<file path="config.mk">
export PLATFORM = sky130hd
export DESIGN_NAME = mon_exp
export DESIGN_NICKNAME = d
export VERILOG_FILES = /design/src/rtl/rsa_pkg.sv /design/src/rtl/mon_pro.sv /design/src/rtl/mon_exp.sv
export SDC_FILE = /design/constraint.sdc
export NUM_CORES = 2
export LEC_CHECK = 0
export CAP_MARGIN = 5
export CORE_AREA = 4 4 265 267
export CTS_BUF_LIST = sky130_fd_sc_hd__clkbuf_8
export CTS_CLUSTER_SIZE = 12
export DETAILED_ROUTE_END_ITERATION = 8
export DIE_AREA = 0 0 269 271
export PLACE_DENSITY = 0.9
export REMOVE_ABC_BUFFERS = 1
export SKIP_CTS_REPAIR_TIMING = 1
export SYNTH_ARGS = -nofsm -noshare
export SYNTH_HDL_FRONTEND = slang
export SYNTH_SLANG_ARGS = --single-unit
</file>
<file path="constraint.sdc">
create_clock -name clk -period 21.9 [get_ports clk]
set_clock_uncertainty 0.05 [all_clocks]
set_input_delay 4.38 -clock clk [delete_from_list [all_inputs] [get_ports clk]]
set_output_delay 4.38 -clock clk [all_outputs]
set_load 0.05 [all_outputs]
</file>
<file path="src/rtl/rsa_pkg.sv">
// ============================================================================
//  Module      : rsa_pkg
//  Description : Shared types and constants for the Montgomery RSA datapath.
//  Revision    : 1.0 - initial release
// ============================================================================
`default_nettype none

package rsa_pkg;

    localparam int BIT_LEN = 64;

    typedef enum logic [2:0] {
        S_IDLE = 3'd0,
        S_LOAD = 3'd1,
        S_SQR  = 3'd2,
        S_MUL  = 3'd3,
        S_CONV = 3'd4,
        S_DONE = 3'd5
    } state_t;

    // Wide enough to hold the value bitLen itself, not just bitLen-1.
    function automatic int cnt_width(input int bl);
        return $clog2(bl) + 1;
    endfunction

endpackage

`default_nettype wire

</file>
<file path="src/rtl/mon_pro.sv">
// ============================================================================
//  Module      : mon_pro
//  Description : Radix-2 bit-serial Montgomery product t = a*b*R^-1 mod n.
//  Revision    : 1.0 - initial release
// ============================================================================
`default_nettype none

module mon_pro
    import rsa_pkg::*;
#(
    parameter int bitLen = BIT_LEN
) (
    input  logic              clk,
    input  logic              reset,
    input  logic              start_i,
    input  logic [bitLen-1:0] a_i,
    input  logic [bitLen-1:0] b_i,
    input  logic [bitLen-1:0] n_i,
    output logic [bitLen-1:0] t_o,
    output logic              done_o
);

    localparam int CW = cnt_width(bitLen);
    localparam int DW = bitLen + 2;

    logic              busy_q;
    logic [CW-1:0]     cnt_q;
    logic [bitLen-1:0] a_q;
    logic [bitLen-1:0] b_q;
    logic [bitLen-1:0] n_q;
    logic [DW-1:0]     t_q;

    logic [DW-1:0]     w_n_ext;
    logic [DW-1:0]     w_sum;
    logic [DW-1:0]     w_red;
    logic [DW-1:0]     w_fin;
    logic              w_unused;

    assign w_n_ext  = {2'b00, n_q};
    assign w_sum    = t_q + (a_q[0] ? {2'b00, b_q} : '0);
    assign w_red    = w_sum[0] ? (w_sum + w_n_ext) : w_sum;
    // Final conditional subtraction is combinational so the result is usable in the done cycle.
    assign w_fin    = (t_q >= w_n_ext) ? (t_q - w_n_ext) : t_q;
    assign t_o      = w_fin[bitLen-1:0];
    assign w_unused = ^w_fin[DW-1:bitLen];
    assign done_o   = busy_q && (cnt_q == CW'(bitLen));

    always_ff @(posedge clk or posedge reset) begin
        if (reset) begin
            busy_q <= 1'b0;
            cnt_q  <= '0;
            a_q    <= '0;
            b_q    <= '0;
            n_q    <= '0;
            t_q    <= '0;
        end else if (start_i && (!busy_q || done_o)) begin
            busy_q <= 1'b1;
            cnt_q  <= '0;
            a_q    <= a_i;
            b_q    <= b_i;
            n_q    <= n_i;
            t_q    <= '0;
        end else if (busy_q) begin
            if (cnt_q == CW'(bitLen)) begin
                busy_q <= 1'b0;
            end else begin
                t_q   <= w_red >> 1;
                a_q   <= a_q >> 1;
                cnt_q <= cnt_q + 1'b1;
            end
        end
    end

endmodule

`default_nettype wire

</file>
<file path="src/rtl/mon_exp.sv">
// ============================================================================
//  Module      : mon_exp
//  Description : Left-to-right Montgomery modular exponentiator, ans = M^e mod n.
//  Revision    : 1.0 - initial release
// ============================================================================
`default_nettype none

module mon_exp
    import rsa_pkg::*;
#(
    parameter int bitLen = BIT_LEN
) (
    input  logic              clk,
    input  logic              reset,
    input  logic              start,
    input  logic [bitLen-1:0] M_bar,
    input  logic [bitLen-1:0] x_bar,
    input  logic [bitLen-1:0] e,
    input  logic [bitLen-1:0] n,
    output logic              stop,
    output logic [bitLen:0]   ans
);

    localparam int IW = $clog2(bitLen);

    state_t            state_q;
    state_t            op_d;
    logic [IW-1:0]     i_q;
    logic [bitLen-1:0] m_q;
    logic [bitLen-1:0] x_q;
    logic [bitLen-1:0] e_q;
    logic [bitLen-1:0] n_q;
    logic              stop_q;
    logic [bitLen:0]   ans_q;

    logic              w_mp_start;
    logic              w_mp_done;
    logic [bitLen-1:0] w_acc;
    logic [bitLen-1:0] w_mp_a;
    logic [bitLen-1:0] w_mp_b;
    logic [bitLen-1:0] w_mp_t;

    // Next product is issued in the same cycle the previous one completes,
    // so the accumulator is taken straight from the multiplier output.
    always_comb begin
        op_d = S_SQR;
        case (state_q)
            S_SQR: begin
                if (e_q[i_q])        op_d = S_MUL;
                else if (i_q == '0)  op_d = S_CONV;
                else                 op_d = S_SQR;
            end
            S_MUL:   op_d = (i_q == '0) ? S_CONV : S_SQR;
            default: op_d = S_SQR;
        endcase
    end

    assign w_mp_start = (state_q == S_LOAD) ||
                        (w_mp_done && ((state_q == S_SQR) || (state_q == S_MUL)));
    assign w_acc      = (state_q == S_LOAD) ? x_q : w_mp_t;
    assign w_mp_a     = w_acc;
    assign w_mp_b     = (op_d == S_MUL)  ? m_q :
                        (op_d == S_CONV) ? bitLen'(1) : w_acc;

    mon_pro #(
        .bitLen (bitLen)
    ) u_mon_pro (
        .clk     (clk),
        .reset   (reset),
        .start_i (w_mp_start),
        .a_i     (w_mp_a),
        .b_i     (w_mp_b),
        .n_i     (n_q),
        .t_o     (w_mp_t),
        .done_o  (w_mp_done)
    );

    always_ff @(posedge clk or posedge reset) begin
        if (reset) begin
            state_q <= S_IDLE;
            i_q     <= '0;
            m_q     <= '0;
            x_q     <= '0;
            e_q     <= '0;
            n_q     <= '0;
            stop_q  <= 1'b0;
            ans_q   <= '0;
        end else begin
            case (state_q)
                S_IDLE: begin
                    stop_q <= 1'b0;
                    if (start) begin
                        m_q     <= M_bar;
                        x_q     <= x_bar;
                        e_q     <= e;
                        n_q     <= n;
                        state_q <= S_LOAD;
                    end
                end
                S_LOAD: begin
                    i_q     <= IW'(bitLen - 1);
                    state_q <= S_SQR;
                end
                S_SQR, S_MUL: begin
                    if (w_mp_done) begin
                        state_q <= op_d;
                        if (op_d == S_SQR) i_q <= i_q - 1'b1;
                    end
                end
                S_CONV: begin
                    if (w_mp_done) begin
                        ans_q   <= {1'b0, w_mp_t};
                        stop_q  <= 1'b1;
                        state_q <= S_DONE;
                    end
                end
                S_DONE: begin
                    if (!start) begin
                        stop_q  <= 1'b0;
                        state_q <= S_IDLE;
                    end
                end
                default: state_q <= S_IDLE;
            endcase
        end
    end

    assign stop = stop_q;
    assign ans  = ans_q;

endmodule

`default_nettype wire

</file>
* Word level (Yosys, flattened, before mapping)
Index checks and enable logic that the tools add are counted.
** Word-level totals
- Register bits after elaboration :: 596
- Latch bits :: 0
- RAM bits :: 0
- Memory bits (read-only) :: 0
- Output and inout bits :: 66
- Logic and storage cells :: 89
- Memories kept :: 0
** Operators by class
- Add/subtract/negate cells :: 5
- $mul :: 0
- Divide/modulo/power cells :: 0
- Order comparisons :: 2
- Equal/unequal tests :: 15
- Shift-type cells :: 0
- Muxes and demuxes :: 34
- Bitwise gates (word level) :: 0
- Reductions and logical operators :: 19
** Operator list (number)
- two-way mux 64 bit :: 8
- two-way mux 66 bit :: 4
- adder 66 x 64 -> 66 bit :: 2
- greater-or-equal comparator 66 x 64 -> 1 bit :: 1
- subtractor 64 bit :: 1
- two-way mux 7 bit :: 3
- two-way mux 3 bit :: 6
- one-hot mux 3 bit (5 select lines) :: 1
- == test 3 x 2 -> 1 bit, second input constant :: 4
- two-way mux 6 bit :: 2
- one-hot mux 6 bit (2 select lines) :: 1
- == test 3 bit, second input constant :: 3
- adder 7 x 1 -> 7 bit, second input constant :: 1
- == test 7 bit, second input constant :: 1
- less-than comparator 6 x 7 -> 1 bit, second input constant :: 1
- binary-select mux 1 bit (select 6 bit) :: 1
- logical NOT 6 bit :: 1
- two-way mux 1 bit :: 6
- inequality test 2 x 1 -> 1 bit, second input constant :: 3
- inequality test 2 bit, second input constant :: 3
- one-hot mux 3 bit (2 select lines) :: 1
- AND reduction 2 bit :: 3
- AND reduction 3 bit :: 2
- subtractor 6 x 1 -> 6 bit, second input constant :: 1
- other kinds (10) :: 15

* Depth between registers and ports, before layout
- Word-level depth :: 8
- Depth in mapped cells :: 29
- Depth with buffers taken out :: 26

* Modules after synthesis
From an unflattened synthesis, not the netlist that was laid out.
** Unflattened totals
- Cells, all modules :: 3821
- Area total of the unflattened synthesis :: 38378.1 um^2
** By module, submodules not included
- mon_pro :: instances 1, cells each 2802, area each 23410.0 um^2, seq. area each 6631.4 um^2
- mon_exp :: instances 1, cells each 1019, area each 14968.1 um^2, seq. area each 8257.9 um^2

* Worst setup path before layout
OpenSTA, ideal clock, no wires.
- Path type :: input -> register
- From :: input start
- To :: register n_q[0]
- Library setup time :: 0.125 ns
- Data arrival time :: 5.753 ns
- Data required time :: 21.725 ns
- Setup slack :: 15.972 ns
- Cell stages on the path :: 5
- Cell sequence :: nand2b_1 -> nor3_1 -> clkbuf_1 -> clkbuf_1 -> mux2_2
** On the way
- Word-level cells in the longest chain between the ends :: 1
** RTL lines
- from (decl) :: line mon_exp.sv:15 : input logic start,
- AND reduction 2 bit (no source line)
- to (signal assigned) :: line mon_exp.sv:96 : n_q <= n;
- to (decl) :: line mon_exp.sv:32 : logic [bitLen-1:0] n_q;
No other way between the ends.
A chain may end at the register's enable or synchronous reset.

* Final worst setup path
- From :: register u_mon_pro.a_q[0]
- To :: register u_mon_pro.t_q[63]
** On the way
- Word-level cells in the longest chain between the ends :: 7
** RTL lines
- from (decl) :: line mon_pro.sv:28 : logic [bitLen-1:0] a_q;
- from (signal assigned) :: line mon_pro.sv:59 : a_q <= a_i;
- from (signal assigned) :: line mon_pro.sv:68 : a_q <= a_q >> 1;
- two-way mux 64 bit (*) :: line mon_pro.sv:40 : assign w_sum = t_q + (a_q[0] ? {2'b00, b_q} : '0);
- adder 66 x 64 -> 66 bit (*) :: line mon_pro.sv:40
- adder 66 x 64 -> 66 bit :: line mon_pro.sv:41 : assign w_red = w_sum[0] ? (w_sum + w_n_ext) : w_sum;
- two-way mux 66 bit (*) :: line mon_pro.sv:41
- two-way mux 66 bit (*) :: line mon_pro.sv:64 : if (cnt_q == CW'(bitLen)) begin
- two-way mux 66 bit (*) :: line mon_pro.sv:63 : end else if (busy_q) begin
- two-way mux 66 bit (*) :: line mon_pro.sv:56 : end else if (start_i && (!busy_q || done_o)) begin
- to (signal assigned) :: line mon_pro.sv:67 : t_q <= w_red >> 1;
- to (decl) :: line mon_pro.sv:31 : logic [DW-1:0] t_q;
Mark *: on every way between the ends. The rest lies on a longest branch, timed or not. The select of a mux whose other input is x is not followed.

==> summary.txt <==
Outcome
  • Status: finished, final reports clean

Floorplanning
  • Die area: between 70000 and 80000 sq um
  • Core ar.: between 60000 and 70000 sq um
  • Num rows: 96
  • Initial Util: 0.543
  • Die H: 271 microns
  • Die X: 269 microns
  • I/O pin count: between 300 and 400

Timing
  • Final Hold Fails: 0
  • Pin slew with the least headroom to its limit: 1.06 ns
  • Period utilization: 0.322
  • Final Critical Period: between 7 and 8 ns
  • Relative slew slack: 0.276
  • Final setup viols: 0
  • RSZ-0062 raised after global routing: false
  • Slew Viols, Final: 0
  • F_max: around 140 MHz

Clock tree
  • CTS tree: yes
  • Max Root-Sink Buffers: 3
  • Root Driver: clkbuf_8
  • Clock latency on the worst-skew pair: 0.75 ns
  • H-tree depth: 3
  • CTS buffer count: around 100
  • Reg clk slew, reported paths: roughly 0.07 ns
  • CTS Sinks: between 500 and 600

Detailed routing
  • Drt first pass iters: 7
  • Post-Route WL: 119000 microns
  • DRC viols: 0
  • Initial drt markers: around 3400
  • Routed Antenna Nets: 0
  • Via Count: between 30000 and 40000
  • DR vias/cell: between 6 and 7
  • Routed WL per cell: between 20 and 25 microns

Synthesis
  • Leading area contributor after synthesis: dfrtp_1
  • Yosys reg bits: 595
  • Top post-synthesis cells by area: dfrtp_1, mux2_2, ha_1, nand2_1, o21ai_0
  • Syn_area_per_cell: ~9.6 sq um
  • Synthesis Warnings: 0
  • Number of synthesized flops with an enable pin: 0
  • Synth cell types: around 100
  • Synth Cell Area: around 37000 sq um
  • Synth top area share: 0.403
  • Commonest cells in the synthesized netlist: dfrtp_1, nand2_1, o21ai_0
  • Async SR Flop Fraction: 1.00
  • Syn Inst Count: 3854
  • Seq/Total Area, Yosys: 0.403
  • Most common cell in the synthesized netlist: dfrtp_1
  • Synth Flop Type: dfrtp_1

Min path
  • Min-Delay Path Depth: 2
  • Hold Startpoint: n_q[2]$_DFFE_PP0P_
  • Hold Crit Class: reg -> reg
  • Worst hold endpoint: u_mon_pro.n_q[2]$_DFFE_PP0P_

Placed design
  • Routability Congestion: ~1
  • Dpl hpwl: between 80000 and 90000 microns
  • Placed insts: roughly 4900
  • Port-buffer cells: around 320

GRT
  • Met1 usage: 0.451
  • GRT Total Usage: 0.321
  • Largest net degree at the start of global routing: 190
  • Vias in the first global route: 32300
  • Busiest grt layer: met2
  • GR Overflow Total: 0
  • First-pass GRT wire length: about 180000 microns
  • GR Util met3: 0.0801
  • Initial antenna violation count: 6
  • M2 GR Usage: 0.478

Critical path
  • CP Capture Type: flop
  • Reg2Reg Setup Slack: between 10 and 15 ns
  • Critical path arrival: ~7.6 ns
  • Crit path kind: reg -> reg
  • Startpoint types: flop
  • CP required: 22.40 ns
  • Crit-path max FO: 55
  • R2R depth: 25
  • CP max stage delay: approximately 0.53 ns
  • Worst r2r dst: u_mon_pro.t_q[63]$_DFFE_PP0P_
  • Reg2reg start: u_mon_pro.a_q[0]$_DFFE_PP0P_
  • Crit-path slowest cell: a2111o_1

Finish
  • Fin cells: approximately 5000
  • Area Growth Syn to Fin: 16.1%
  • Final #Nets: 4537
  • Share of layout cells above drive strength 1: 0.131

Job
  • Max_cap viols: 0
worst max-delay path: cells and delay by family (launching register included):
kind	cells	cell delay, ns
compound gates	11	3.15
xor+xnor	2	0.47
fa+ha+maj	3	1.01
buf+inv	2	0.57
flops	1	0.51
simple gates	7	1.12
state kept, by name, indices dropped and copies added (netlist names):
| signal | flops |
|---|---|
| u_mon_pro.t_q | 65 |
| i_q | 6 |
| m_q | 64 |
| stop | 1 |
| n_q | 64 |
| u_mon_pro.n_q | 64 |
| u_mon_pro.cnt_q | 7 |
| u_mon_pro.b_q | 64 |
| e_q | 64 |
| u_mon_pro.busy_q | 1 |
| state_q | 3 |
| ans | 64 |
| x_q | 64 |
| u_mon_pro.a_q | 64 |
per-stage QoR:
step                setup TNS (ns)  area, sq um  hold slack, ns  utilization  setup slack, ns
global placement                 0        40800           0.400        0.599            14.48
floorplan                  -460.97        36100           0.385            -            -1.80
global route                     0        42900           0.440        0.630            14.40
detailed placement               0        40800           0.413        0.599            14.43
finish                           0        42900           0.423        0.630            14.86
CTS                              0        42900           0.429        0.630            15.06
per-layer routing:
| layer | part of all wire | up-vias |
|---|---|---|
| li1 | - | 14600 |
| met1 | 0.41 | 15900 |
| met4 | 0.043 | 4 |
| met5 | 0.00018 | - |
| met2 | 0.43 | 1900 |
| met3 | 0.11 | 350 |
cell usage in the layout (no fill, tap or decap), types with 28 or more instances in the layout:
master | netlist | final
dfrtp_1 | 595 | 595
nand2_1 | 453 | 451
clkdlybuf4s50_1 | 0 | 323
o21ai_0 | 312 | 312
mux2_2 | 279 | 279
a21oi_1 | 234 | 232
ha_1 | 195 | 194
nor2_1 | 165 | 162
a21o_1 | 134 | 134
inv_1 | 111 | 131
clkbuf_8 | 0 | 124
xnor2_1 | 100 | 100
mux2i_1 | 83 | 83
xor2_1 | 79 | 79
and2_1 | 78 | 78
a22oi_1 | 61 | 61
and3_1 | 51 | 51
a31oi_1 | 48 | 48
nand3_1 | 45 | 45
nand4_1 | 45 | 45
nor3_1 | 43 | 41
a221o_1 | 39 | 39
a211oi_1 | 37 | 37
o21bai_1 | 36 | 36
nand2b_1 | 34 | 33
a221oi_1 | 31 | 31
o211ai_1 | 28 | 28
area by class of cell:
type	instances	area (sq um)
multi-input combinational	2921	20900
tap	882	1100
fill	5259	25200
timing repair buffer	352	3500
sequential	595	14900
clock inverter	54	452
clock buffer	124	1710
inverter	112	428
antenna	3	7.51
how the worst max path moves through the flow:
stage / from / to / slack, ns / depth (start not counted)
floorplan: start / e_q[0]$_DFFE_PP0P_ / -1.80 / 3
global placement: reset / m_q[61]$_DFFE_PP0P_ / 14.48 / 4
detailed placement: reset / m_q[61]$_DFFE_PP0P_ / 14.43 / 4
CTS: u_mon_pro.a_q[0]$_DFFE_PP0P_ / u_mon_pro.t_q[59]$_DFFE_PP0P_ / 15.06 / 25
global route: u_mon_pro.a_q[0]$_DFFE_PP0P_ / u_mon_pro.t_q[59]$_DFFE_PP0P_ / 14.40 / 25
finish: u_mon_pro.a_q[0]$_DFFE_PP0P_ / u_mon_pro.t_q[63]$_DFFE_PP0P_ / 14.86 / 25
logic make-up (layout without fill, tap and decap cells):
logic type               after synthesis  after routing  synth area share
multiplexers                         389            389             0.122
flip-flops                           595            595             0.403
adder cells (fa/ha/maj)              198            198            0.0676
buffers and inverters                338            642            0.0357
XOR/XNOR                             179            179            0.0424
AO/OA/AOI/OAI                       1150           1150             0.203
other                                  1              4          0.000101
AND/OR/NAND/NOR                     1004           1004             0.127
Power is not shown: default switching activity piles up to over one toggle a cycle in this logic, so the estimate is an artifact.
